===== src/rtl/hazard3_pmp_loader.sv =====
// Boot-time PMP programmer: walks a region table and writes
// pmpaddrN then pmpcfgN, reading each cfg byte back to confirm it.
module hazard3_pmp_loader #(
  parameter int W_DATA      = 32,
  parameter int W_TADDR     = 8,
  parameter int PMP_REGIONS = 16,
  parameter int TABLE_BASE  = 0
) (
  input  logic               clk,
  input  logic               rst,
  input  logic               start,
  output logic               busy,
  output logic               done,
  output logic               err,
  output logic [3:0]         err_index,
  output logic               tbl_req,
  output logic [W_TADDR-1:0] tbl_addr,
  input  logic               tbl_rvalid,
  input  logic [31:0]        tbl_rdata,
  output logic [11:0]        cfg_addr,
  output logic               cfg_wen,
  output logic [W_DATA-1:0]  cfg_wdata,
  input  logic [W_DATA-1:0]  cfg_rdata
);

  typedef enum logic [2:0] {
    IDLE, FETCH0, FETCH1, CHECKIDX,
    WR_ADDR, RD_CFG, WR_CFG, VERIFY
  } state_t;

  state_t state, state_nxt;

  logic [3:0]        cnt, cnt_nxt;
  logic [W_DATA-1:0] word0;
  logic [W_DATA-1:0] cfg_word;
  logic [7:0]        cfg_byte;
  logic [3:0]        idx;
  logic              last;
  logic              err_set;
  logic              err_clr;

  logic [W_TADDR-1:0] ent_addr;
  logic [4:0]         lane;
  logic [7:0]         rd_byte;
  logic               match;
  logic [W_DATA-1:0]  merged;
  logic [11:0]        cfg_csr;

  logic unused_tbl;
  assign unused_tbl = ^tbl_rdata[30:12];

  assign ent_addr = W_TADDR'(TABLE_BASE)
                  + W_TADDR'({cnt, 1'b0});
  assign lane     = {idx[1:0], 3'b000};
  assign rd_byte  = cfg_rdata[lane +: 8];
  // WPRI bits 6:5 always read as zero
  assign match    = (rd_byte & 8'h9f)
                 == (cfg_byte & 8'h9f);
  assign cfg_csr  = 12'h3a0 + {10'h0, idx[3:2]};
  assign busy     = (state != IDLE);

  always_comb begin
    merged = cfg_word;
    merged[lane +: 8] = cfg_byte;
  end

  always_comb begin
    state_nxt = state;
    cnt_nxt   = cnt;
    tbl_req   = 1'b0;
    tbl_addr  = '0;
    cfg_addr  = '0;
    cfg_wen   = 1'b0;
    cfg_wdata = '0;
    done      = 1'b0;
    err_set   = 1'b0;
    err_clr   = 1'b0;
    unique case (state)
      IDLE: begin
        if (start) begin
          err_clr   = 1'b1;
          cnt_nxt   = '0;
          state_nxt = FETCH0;
        end
      end
      FETCH0: begin
        tbl_req  = 1'b1;
        tbl_addr = ent_addr;
        if (tbl_rvalid) state_nxt = FETCH1;
      end
      FETCH1: begin
        tbl_req  = 1'b1;
        tbl_addr = ent_addr + W_TADDR'(1);
        if (tbl_rvalid) state_nxt = CHECKIDX;
      end
      CHECKIDX: begin
        if ({1'b0, idx} >= 5'(PMP_REGIONS)) begin
          err_set   = 1'b1;
          state_nxt = IDLE;
        end else begin
          state_nxt = WR_ADDR;
        end
      end
      WR_ADDR: begin
        cfg_addr  = 12'h3b0 + {8'h0, idx};
        cfg_wen   = 1'b1;
        cfg_wdata = word0;
        state_nxt = RD_CFG;
      end
      RD_CFG: begin
        cfg_addr  = cfg_csr;
        state_nxt = WR_CFG;
      end
      WR_CFG: begin
        cfg_addr  = cfg_csr;
        cfg_wen   = 1'b1;
        cfg_wdata = merged;
        state_nxt = VERIFY;
      end
      VERIFY: begin
        cfg_addr  = cfg_csr;
        if (!match) begin
          err_set   = 1'b1;
          state_nxt = IDLE;
        end else if (last ||
            cnt == 4'(PMP_REGIONS - 1)) begin
          done      = 1'b1;
          state_nxt = IDLE;
        end else begin
          cnt_nxt   = cnt + 4'd1;
          state_nxt = FETCH0;
        end
      end
      default: state_nxt = IDLE;
    endcase
  end

  always_ff @(posedge clk) begin
    if (rst) begin
      state     <= IDLE;
      cnt       <= '0;
      err       <= 1'b0;
      err_index <= '0;
      word0     <= '0;
      cfg_word  <= '0;
      cfg_byte  <= '0;
      idx       <= '0;
      last      <= 1'b0;
    end else begin
      state <= state_nxt;
      cnt   <= cnt_nxt;
      if (err_clr) err <= 1'b0;
      if (err_set) begin
        err       <= 1'b1;
        err_index <= idx;
      end
      if (state == FETCH0 && tbl_rvalid)
        word0 <= W_DATA'(tbl_rdata);
      if (state == FETCH1 && tbl_rvalid) begin
        cfg_byte <= tbl_rdata[7:0];
        idx      <= tbl_rdata[11:8];
        last     <= tbl_rdata[31];
      end
      if (state == RD_CFG) cfg_word <= cfg_rdata;
    end
  end

endmodule


===== config.mk =====
export PLATFORM = sky130hd
export DESIGN_NAME = hazard3_pmp_loader
export DESIGN_NICKNAME = d
export VERILOG_FILES = /design/src/rtl/hazard3_pmp_loader.sv
export SDC_FILE = /design/constraint.sdc
export NUM_CORES = 1
export LEC_CHECK = 0
export BUFFER_PORTS_ARGS = -buffer_cell sky130_fd_sc_hd__buf_2
export CAP_MARGIN = 0
export CELL_PAD_IN_SITES_DETAIL_PLACEMENT = 1
export CELL_PAD_IN_SITES_GLOBAL_PLACEMENT = 2
export CORE_MARGIN = 2
export CORE_UTILIZATION = 26
export CTS_CLUSTER_DIAMETER = 50
export DETAILED_ROUTE_END_ITERATION = 16
export PLACE_DENSITY = 0.84
export SYNTH_ARGS = -nofsm -noshare
export SYNTH_HDL_FRONTEND = slang
export SYNTH_SLANG_ARGS = --single-unit

===== constraint.sdc =====
create_clock -name clk -period 2.27 [get_ports clk]
set_input_delay 0.1135 -clock clk [delete_from_list [all_inputs] [get_ports clk]]
set_output_delay 0.1135 -clock clk [all_outputs]
set_load 0.05 [all_outputs]

==> impl_metrics.ini <==
[cts]
cts_tree = built
cts-htree-levels = 3
cts_root_buf = clkbuf_16
clock_sinks = 89
worstSkewPairLatency_ns = 0.34
clk_pin_slew_ns = 0.06
cts_buffers = 9
clk_path_buf_depth = 2

[final_layout]
final_design_area_no_fill_um2 = 6070
postLayoutCoreUtil = 0.355
seq_area_um2 = 1790
final_common_cell = nand2_1
nets = 816
drive_gt1_frac = 0.303
instances_no_fill = 967
layout_common_cells = nand2_1, a21oi_1, buf_2, dfxtp_1, buf_4
diodes = 0
multi_input_area_um2 = 2680
fillers = 2124
area.growth.synth_to_final_pct = 35.1

[power_and_ir_drop]
ir_drop_v = 0.000378
pwr-share-comb = 0.267
power_mw = 4.40
switchingPower_mw = 1.49
p_leak_nw = 2.41
clkPwrFrac = 0.328
p_sw_frac = 0.338
p_seq_frac = 0.405
powerDensity_nw_per_um2 = 724
p_int_mw = 2.91

[global_routing]
overflow = 0
track_usage = 0.184
grt_pass1_wl_mm = 25.8
antenna_found_initial = 0
grt_max_degree = 45
first_global_vias = 4589

[timing]
setup_violations = 1
fin_tns_setup_ns = -0.0851
rsz0062_at_grt = yes
finalCriticalPeriod_ns = 2.36
hold_violations = 0
max_freq_mhz = 425
slew_headroom = 0.596
drv_slew = 0
worst_pin_slew_ns = 0.605
fin_skew_ns = 0.00497
fin_hold_ws_ns = 0.00534
fin_ws_ns = -0.0851
timing.final.crit_share = 1.04

[synth]
syn-cell-area_um2 = 4490
syn_avg_cell_area_um2 = 7.39
synth-async-reset-ratio = 0
syn_inst = 608
yosysSeqAreaShare = 0.397
yosys_warnings = 0
ys_ff_latch = 89
ys.flop_type = dfxtp_1
synth_cell_types = 43
synth-edff-count = 0

[setup_path]
cp-start-kind = register
crit_arrival_ns = 2.24
reg2reg_to = cnt[2]
r2r_start = idx[0]
end_kind = output port
r2r_slack_ns = 0.06
critical_path_peak_fanout = 6
ff2ff_path_depth = 8
critPathKind = reg -> out
worstPathRequired_ns = 2.16

[hold_path]
hold_depth = 3
min-delay-start = tbl_rdata[30]
holdPathEnd = word0[30]
hp-class = in -> reg

[drt]
drc = 0
drt_pass1_iterations = 4
dr_total_vias = 4586
ant_nets = 0
first_iter_violations = 251
via_per_inst = 4.74
wl_mm = 16.9
wl_per_cell_um = 17.5

[die]
dieWidth_um = 135
dieHeight_um = 135
design.core.area_um2 = 17100
num_io_pins = 129
dieArea_um2 = 18300
rows = 48
start_util = 0.262

[run_status]
outcome = finished with violations
violations = negative setup slack

[run]
maxCapViolCount = 0

[placed_design]
dp_slack_ns = -0.0123
place.port_buffers = 122
gp_congestion = 0.867
placed_cells = 948
hpwl_mm = 12.7
post_dp_cell_area_um2 = 5590
==> synthesized netlist by cell type (2+ instances only) <==
cell type | count | area [um2]
a21oi_1 | 113 | 566
and2_1 | 7 | 43.8
and3_1 | 2 | 12.5
buf_1 | 2 | 7.51
buf_4 | 9 | 67.6
buf_6 | 2 | 22.5
clkbuf_1 | 33 | 124
dfxtp_1 | 89 | 1780
ha_1 | 10 | 125
inv_1 | 6 | 22.5
mux2i_1 | 6 | 60.1
mux4_2 | 6 | 135
nand2_1 | 202 | 758
nand2b_1 | 9 | 56.3
nand3_1 | 4 | 20.0
nor2_1 | 8 | 30.0
nor2b_1 | 34 | 213
nor3_1 | 3 | 15.0
o21ai_0 | 35 | 175
xnor2_1 | 2 | 17.5
xor2_1 | 4 | 35.0
==> power groups by stage <==
stage                     registers [mW]  logic (mW)  clock network [mW]
after floorplan                     1.78       0.767                   0
after global routing                1.79        1.29                1.53
after global placement              1.81        1.13                   0
after detailed placement            1.81        1.14                   0
after CTS                           1.78        1.17                1.48
final                               1.78        1.18                1.44
==> state kept, by name, indices dropped and copies added, names as in the netlist <==
name,flops
state,3
cnt,4
cfg_byte,8
cfg_word,32
idx,4
word0,32
err,1
last,1
err_index,4
==> kinds of logic (layout without fill, tap and decap cells) <==
group                    Yosys count  after routing  synth area share
adder cells (fa/ha/maj)           10             10            0.0278
other                              1              6          0.000835
AND/OR/NAND/NOR                  280            280             0.280
buffers and inverters             52            181            0.0543
XOR/XNOR                           6              6            0.0117
flip-flops                        89             89             0.397
multiplexers                      13             13            0.0459
AO/OA/AOI/OAI                    157            157             0.183
==> routing by layer <==
| layer | vias up | track usage | wire, um |
|---|---|---|---|
| met5 | - | 0 | 0 |
| met4 | 0 | 0.0619 | 318 |
| met3 | 19 | 0.0266 | 759 |
| met2 | 110 | 0.295 | 7860 |
| met1 | 2187 | 0.255 | 7960 |
| li1 | 2270 | - | - |
==> worst max-delay path: stages, from the launching register on <==
cell and delay, ns:
dfxtp_4 0.39, mux4_2 0.51, xor2_1 0.18, nor4_4 0.33
nor4b_4 0.29, buf_6 0.20
==> how the worst max path moves through the flow <==
stage | from | to | depth (start not counted)
after floorplan | state[0] | cfg_addr[7] | 6
after global placement | idx[0] | err_index[0] | 7
after detailed placement | idx[0] | done | 7
after CTS | idx[0] | done | 5
after global routing | idx[0] | done | 7
final | idx[0] | done | 5
==> what timing repair did <==
action                                  4_1_cts  5_1_grt
pin swaps                                     1        1
endpoints found under the setup margin       37       35
hold endpoints to repair                      2        0
hold buffers                                  2        0
setup buffers                                 1        1
resized for setup                            24       25
==> layout make-up <==
| type | count | area share |
|---|---|---|
| clock buffer | 13 | 0.0445 |
| clock inverter | 2 | 0.00206 |
| inverter | 6 | 0.00371 |
| multi-input combinational | 472 | 0.441 |
| sequential | 89 | 0.295 |
| tap | 225 | 0.0464 |
| timing repair buffer | 160 | 0.168 |
Power figures use the tool's default switching activity.
